===== config.mk =====
export PLATFORM = sky130hd
export DESIGN_NAME = parking_gate_sequencer
export DESIGN_NICKNAME = d
export VERILOG_FILES = /design/src/rtl/parking_gate_sequencer.sv
export SDC_FILE = /design/constraint.sdc
export NUM_CORES = 1
export LEC_CHECK = 0
export ABC_AREA = 1
export CORE_ASPECT_RATIO = 2
export CORE_MARGIN = 5
export CORE_UTILIZATION = 39
export DETAILED_ROUTE_END_ITERATION = 12
export HOLD_SLACK_MARGIN = 0.06
export PLACE_DENSITY = 0.55
export REMOVE_ABC_BUFFERS = 1
export SETUP_SLACK_MARGIN = 0.02
export SYNTH_ARGS = -nofsm -noshare
export SYNTH_HDL_FRONTEND = slang
export SYNTH_SLANG_ARGS = --single-unit

===== constraint.sdc =====
create_clock -name clk -period 1.5 [get_ports clk]
set_clock_uncertainty 0.05 [all_clocks]
set_input_delay 0.3 -clock clk [delete_from_list [all_inputs] [get_ports clk]]
set_output_delay 0.3 -clock clk [all_outputs]
set_load 0.03 [all_outputs]

===== src/rtl/parking_gate_sequencer.sv =====
// Parking gate sequencer.
// Synchronizes and debounces the entry/exit car-presence beams, queues one
// pending request per lane, and runs the request / acknowledge / gate-open /
// clear-wait sequence towards the slot allocator. Exit has priority over entry.
//
// Ports:
//   clk, reset    : system clock, synchronous active-high reset
//   entry_beam    : raw asynchronous entry-lane beam
//   exit_beam     : raw asynchronous exit-lane beam
//   exit_slot     : slot number presented by the exiting driver
//   door_open     : acknowledge from the slot allocator
//   full          : all-slots-occupied flag from the slot allocator
//   entry_sensor  : one-cycle entry request pulse
//   exit_sensor   : one-cycle exit request pulse
//   switch        : slot being vacated, latched when the exit is selected
//   gate_motor    : gate drive, 1 = open
//   busy          : high whenever the sequencer is not idle
//   denied        : one-cycle pulse when an entry is refused (lot full)
//   timeout_err   : one-cycle pulse when the allocator does not acknowledge
module parking_gate_sequencer #(
   parameter int unsigned DEBOUNCE_CYCLES  = 4,
   parameter int unsigned GATE_HOLD_CYCLES = 8,
   parameter int unsigned ACK_TIMEOUT      = 4
) (
   input  logic       clk,
   input  logic       reset,
   input  logic       entry_beam,
   input  logic       exit_beam,
   input  logic [1:0] exit_slot,
   input  logic       door_open,
   input  logic       full,
   output logic       entry_sensor,
   output logic       exit_sensor,
   output logic [1:0] switch,
   output logic       gate_motor,
   output logic       busy,
   output logic       denied,
   output logic       timeout_err
);

   localparam int unsigned DEB_W  = 4;
   localparam int unsigned ACK_W  = 4;
   localparam int unsigned HOLD_W = 8;
   localparam int unsigned LANE_ENTRY = 0;
   localparam int unsigned LANE_EXIT  = 1;

   localparam logic [DEB_W-1:0]  DEB_LAST  = DEB_W'(DEBOUNCE_CYCLES - 1);
   localparam logic [ACK_W-1:0]  ACK_LAST  = ACK_W'(ACK_TIMEOUT - 1);
   localparam logic [HOLD_W-1:0] HOLD_LAST = HOLD_W'(GATE_HOLD_CYCLES - 1);

   typedef enum logic [2:0] {
      S_IDLE       = 3'd0,
      S_REQ        = 3'd1,
      S_WAIT_ACK   = 3'd2,
      S_GATE_OPEN  = 3'd3,
      S_HOLD_CLEAR = 3'd4
   } state_t;

   // Lane-indexed vectors: bit 0 = entry lane, bit 1 = exit lane.
   logic [1:0]            beam_raw;
   logic [1:0]            sync1_q, sync2_q;
   logic [1:0]            deb_q, deb_d;
   logic [1:0][DEB_W-1:0] dcnt_q, dcnt_d;
   logic [1:0]            rise_c;
   logic [1:0]            pend_q, pend_d;
   logic [1:0]            clr_c;

   state_t                state_q, state_d;
   logic                  lane_q, lane_d;
   logic [ACK_W-1:0]      ack_q, ack_d;
   logic [HOLD_W-1:0]     hold_q, hold_d;

   logic                  entry_sensor_q, entry_sensor_d;
   logic                  exit_sensor_q, exit_sensor_d;
   logic [1:0]            switch_q, switch_d;
   logic                  gate_q, gate_d;
   logic                  busy_q, busy_d;
   logic                  denied_q, denied_d;
   logic                  timeout_q, timeout_d;

   assign beam_raw = {exit_beam, entry_beam};

   // Debouncer: flip the level on the Nth consecutive differing sample.
   always_comb begin
      deb_d  = deb_q;
      dcnt_d = '0;
      rise_c = '0;
      for (int l = 0; l < 2; l++) begin
         if (sync2_q[l] != deb_q[l]) begin
            if (dcnt_q[l] == DEB_LAST) begin
               deb_d[l]  = sync2_q[l];
               rise_c[l] = sync2_q[l];
            end else begin
               dcnt_d[l] = dcnt_q[l] + DEB_W'(1);
            end
         end
      end
   end

   // Pending flags: a clear (only issued while set) wins over a new edge,
   // so an edge arriving while the flag is set is dropped.
   always_comb begin
      pend_d = pend_q;
      for (int l = 0; l < 2; l++) begin
         if (clr_c[l]) begin
            pend_d[l] = 1'b0;
         end else if (rise_c[l]) begin
            pend_d[l] = 1'b1;
         end
      end
   end

   // Sequencer next-state and next-output logic.
   always_comb begin
      state_d   = state_q;
      lane_d    = lane_q;
      ack_d     = ack_q;
      hold_d    = hold_q;
      switch_d  = switch_q;
      clr_c     = '0;
      denied_d  = 1'b0;
      timeout_d = 1'b0;

      case (state_q)
         S_IDLE: begin
            if (pend_q[LANE_EXIT]) begin
               switch_d         = exit_slot;
               clr_c[LANE_EXIT] = 1'b1;
               lane_d           = 1'b1;
               state_d          = S_REQ;
            end else if (pend_q[LANE_ENTRY]) begin
               clr_c[LANE_ENTRY] = 1'b1;
               if (full) begin
                  denied_d = 1'b1;
               end else begin
                  lane_d  = 1'b0;
                  state_d = S_REQ;
               end
            end
         end
         S_REQ: begin
            ack_d   = '0;
            state_d = S_WAIT_ACK;
         end
         S_WAIT_ACK: begin
            if (door_open) begin
               hold_d  = '0;
               state_d = S_GATE_OPEN;
            end else if (ack_q >= ACK_LAST) begin
               timeout_d = 1'b1;
               state_d   = S_IDLE;
            end else if (ack_q != '1) begin
               ack_d = ack_q + ACK_W'(1);
            end
         end
         S_GATE_OPEN: begin
            if (hold_q >= HOLD_LAST) begin
               state_d = S_HOLD_CLEAR;
            end else if (hold_q != '1) begin
               hold_d = hold_q + HOLD_W'(1);
            end
         end
         S_HOLD_CLEAR: begin
            if (!deb_q[lane_q]) begin
               state_d = S_IDLE;
            end
         end
         default: begin
            state_d = S_IDLE;
         end
      endcase

      // Outputs are decoded from the next state so they register with it.
      entry_sensor_d = (state_d == S_REQ) && !lane_d;
      exit_sensor_d  = (state_d == S_REQ) && lane_d;
      gate_d         = (state_d == S_GATE_OPEN) || (state_d == S_HOLD_CLEAR);
      busy_d         = (state_d != S_IDLE);
   end

   // All state, including synchronizers and outputs.
   always_ff @(posedge clk) begin
      if (reset) begin
         sync1_q        <= '0;
         sync2_q        <= '0;
         deb_q          <= '0;
         dcnt_q         <= '0;
         pend_q         <= '0;
         state_q        <= S_IDLE;
         lane_q         <= 1'b0;
         ack_q          <= '0;
         hold_q         <= '0;
         entry_sensor_q <= 1'b0;
         exit_sensor_q  <= 1'b0;
         switch_q       <= 2'b00;
         gate_q         <= 1'b0;
         busy_q         <= 1'b0;
         denied_q       <= 1'b0;
         timeout_q      <= 1'b0;
      end else begin
         sync1_q        <= beam_raw;
         sync2_q        <= sync1_q;
         deb_q          <= deb_d;
         dcnt_q         <= dcnt_d;
         pend_q         <= pend_d;
         state_q        <= state_d;
         lane_q         <= lane_d;
         ack_q          <= ack_d;
         hold_q         <= hold_d;
         entry_sensor_q <= entry_sensor_d;
         exit_sensor_q  <= exit_sensor_d;
         switch_q       <= switch_d;
         gate_q         <= gate_d;
         busy_q         <= busy_d;
         denied_q       <= denied_d;
         timeout_q      <= timeout_d;
      end
   end

   assign entry_sensor = entry_sensor_q;
   assign exit_sensor  = exit_sensor_q;
   assign switch       = switch_q;
   assign gate_motor   = gate_q;
   assign busy         = busy_q;
   assign denied       = denied_q;
   assign timeout_err  = timeout_q;

endmodule


==> metrics.cfg <==
[global_routing]
grt_pass1_vias = 1374
grt.total_usage_pct = 12.5
grt_max_degree = 13
grt_pass1_wl_um = 5590
grt_overflow = 0
antenna_found_initial = 0

[finish]
area_growth_syn_to_layout_pct = 19.8
design_area_um2 = 1950
num-fill-cells = 416
nets = 243
multi_input_area_um2 = 704
seq_area_um2 = 801
drive_above_1_share_pct = 15.6
fin_cells = 283
post-route-util_pct = 47.7
antenna_cells = 0

[route]
routed_wl_um = 3190
ant_nets = 0
drc_errors = 0
drt-pass1-iter-count = 4
viasPerCell = 4.73
vias = 1338
drt_iter0_markers = 22
wire_per_inst_um = 11.3

[setup_path]
critical_path.max_fanout = 1
critical_path.top_delay_family = buffers and inverters
cp.depth = 1
worst_setup_path_end_kind = output port
cp_slowest_cell = dlygate4sd2_1
reg2regPathDepth = 8
startpoint_type = flop
crit_buf_inv = 1
crit_arrival_ps = 1040
path_cells = dlygate4sd2_1
slowest_delay_ps = 400
crit_type = reg2out
worst_ep_required_time_ps = 1150

[pwr]
p_per_area_nw_per_um2 = 926
seqPwrFrac_pct = 59.5
peakVddDrop_v = 0.000644
leakagePower_uw = 0.000836
switching_share_pct = 21.6
p_comb_share_pct = 3.4
p_int_uw = 1410
power.share.clock_pct = 37.1
power_switching_uw = 390

[yosys]
ys_seq_area_share_pct = 49.2
ys_warn_count = 0
synth-compound-area-share_pct = 8.15
synthCells = 206
synthFlopType = dfxtp_1
synth_edf_count = 0
synth_xor_area_share_pct = 1.08
syn_area_per_cell_um2 = 7.90
synth_top_family_by_area = simple AND/OR/NAND/NOR gates
synthMuxAreaShare_pct = 0
synthAdderAreaFrac_pct = 3.08
async_flop_share_pct = 0
synth_seq_cells = 40
synth.distinct_cells = 29
yosys.area_share.simple_pct = 30.8
syn-cell-area_um2 = 1630

[hold_path]
min_path_type = reg2reg
hold-path-cell-count = 2

[floorplanning]
rows = 33
io_pins = 16
dieArea_um2 = 5640
initial_utilization_pct = 39.8
die_w_um = 55.7
coreArea_um2 = 4090
die_h_um = 101

[clocking]
clock_sinks = 40
tritoncts = yes
cts_root_buf = clkbuf_8
clkTransAtPathRegs_ps = 80
cts.path.max_buffers = 2
clkLatencyLatePin_ps = 290
cts_setup_buffers = 0
cts-buffers-inserted = 5
htreeDepth = 2

[run_status]
status = completed

[placed_design]
port-buffer-count = 15
hpwl_um = 2550
dpl_cell_area_um2 = 1870
place_congestion = 0.743
placedCellCount = 276

[sta]
fmax_ghz = 0.721
finalHoldViolations = 0
worst_pin_slew_ps = 320
setup_viol = 0
slew_headroom_pct = 78.6
finalCriticalPeriod_ps = 1390
grt_setup_unrepaired = false
fin_crit_sh_pct = 92.4
drv_slew = 0
fin_hold_ws_ps = 369
setup-tns-final_ps = 0

[flow_run]
maxCapViolations = 0

==> layout by cell type (no fill, tap or decap), types with 3 or more instances in the layout <==
| cell | netlist | final |
|---|---|---|
| o21ai_0 | 5 | 5 |
| nand2_1 | 41 | 41 |
| inv_2 | 5 | 5 |
| dlygate4sd2_1 | 0 | 8 |
| nor2_1 | 29 | 28 |
| ha_1 | 4 | 4 |
| nor2_2 | 2 | 3 |
| or2_2 | 4 | 4 |
| buf_4 | 0 | 6 |
| nor3b_1 | 3 | 3 |
| clkbuf_8 | 0 | 5 |
| a21oi_1 | 10 | 10 |
| nand3_1 | 11 | 11 |
| dfxtp_1 | 40 | 40 |
| inv_1 | 22 | 22 |
| a21oi_2 | 4 | 4 |
| nand3b_1 | 3 | 3 |
| clkdlybuf4s50_1 | 0 | 7 |
| nor3_1 | 3 | 3 |
| nand4_1 | 3 | 3 |
==> repair_timing <==
action | in CTS | in global routing
hold endpoints to repair | 0 | 0
hold buffers | 0 | 0
resized for setup | 8 | 1
endpoints found under the setup margin | 8 | 4
==> state kept, by name, summed over array words and instances, names as in the netlist, 2 cells and up <==
| signal | count |
|---|---|
| state_q | 3 |
| deb_q | 2 |
| pend_q | 2 |
| sync2_q | 2 |
| dcnt_q | 8 |
| sync1_q | 2 |
| ack_q | 4 |
| switch | 2 |
| hold_q | 8 |
==> logic make-up after synthesis <==
kind of cell    Yosys count
fa+ha+maj                 4
buf+inv                  32
simple gates            106
xor+xnor                  2
flops                    40
compound gates           22
==> Yosys cell counts, types with 2 or more instances <==
| cell type | count | area share [%] |
|---|---|---|
| a21oi_1 | 10 | 3.1 |
| a21oi_2 | 4 | 2.2 |
| clkbuf_1 | 2 | 0.46 |
| dfxtp_1 | 40 | 49 |
| ha_1 | 4 | 3.1 |
| inv_1 | 22 | 5.1 |
| inv_2 | 5 | 1.2 |
| nand2_1 | 41 | 9.5 |
| nand2_2 | 2 | 0.77 |
| nand2_4 | 2 | 1.4 |
| nand3_1 | 11 | 3.4 |
| nand3b_1 | 3 | 1.4 |
| nand4_1 | 3 | 1.2 |
| nor2_1 | 29 | 6.7 |
| nor2_2 | 2 | 0.77 |
| nor3_1 | 3 | 0.92 |
| nor3b_1 | 3 | 1.4 |
| o21ai_0 | 5 | 1.5 |
| or2_2 | 4 | 1.5 |
| xor2_1 | 2 | 1.1 |
==> power by group through the flow <==
stage / Combinational, µW / Sequential, µW / Clock, µW
floorplan: 18.8 / 1100 / 0
global placement: 61.7 / 1100 / 0
detailed placement: 62.6 / 1100 / 0
CTS: 62.6 / 1070 / 703
global route: 69.5 / 1070 / 752
finish: 61.7 / 1070 / 669
==> per-layer routing <==
layer  part of all wire (%)  GRT usage [%]  up-vias
li1                       -              -      698
met1                     36           10.7      608
met2                     58           24.8       22
met3                    3.5           3.32       10
met4                    3.1           7.87        0
met5                      0              0        -
==> cell type report <==
| class | count | share of cell area [%] |
|---|---|---|
| repair buffers | 21 | 9.51 |
| clock inverters | 2 | 0.642 |
| multi-input cells | 134 | 36.2 |
| flip-flops and latches | 40 | 41.1 |
| clock buffers | 5 | 3.53 |
| inverters | 29 | 5.72 |
| well taps | 52 | 3.34 |
==> metrics by stage <==
step                      setup slack, ps  power [µW]
after floorplan                       225        1120
after global placement              -17.4        1160
after detailed placement            -26.1        1160
after CTS                            80.0        1840
after global routing                 33.0        1900
final                                 114        1800
==> path summary, 6_finish.rpt <==
check                               from                     end  slack, ps
setup / recovery         busy$_SDFF_PP0_                    busy        110
hold reg to reg    sync1_q[1]$_SDFF_PP0_   sync2_q[1]$_SDFF_PP0_        370
hold / removal     sync1_q[1]$_SDFF_PP0_   sync2_q[1]$_SDFF_PP0_        370
setup reg to reg  hold_q[0]$_SDFFE_PP0P_  hold_q[3]$_SDFFE_PP0P_        130
No activity file was read; power rests on OpenSTA's default activity.
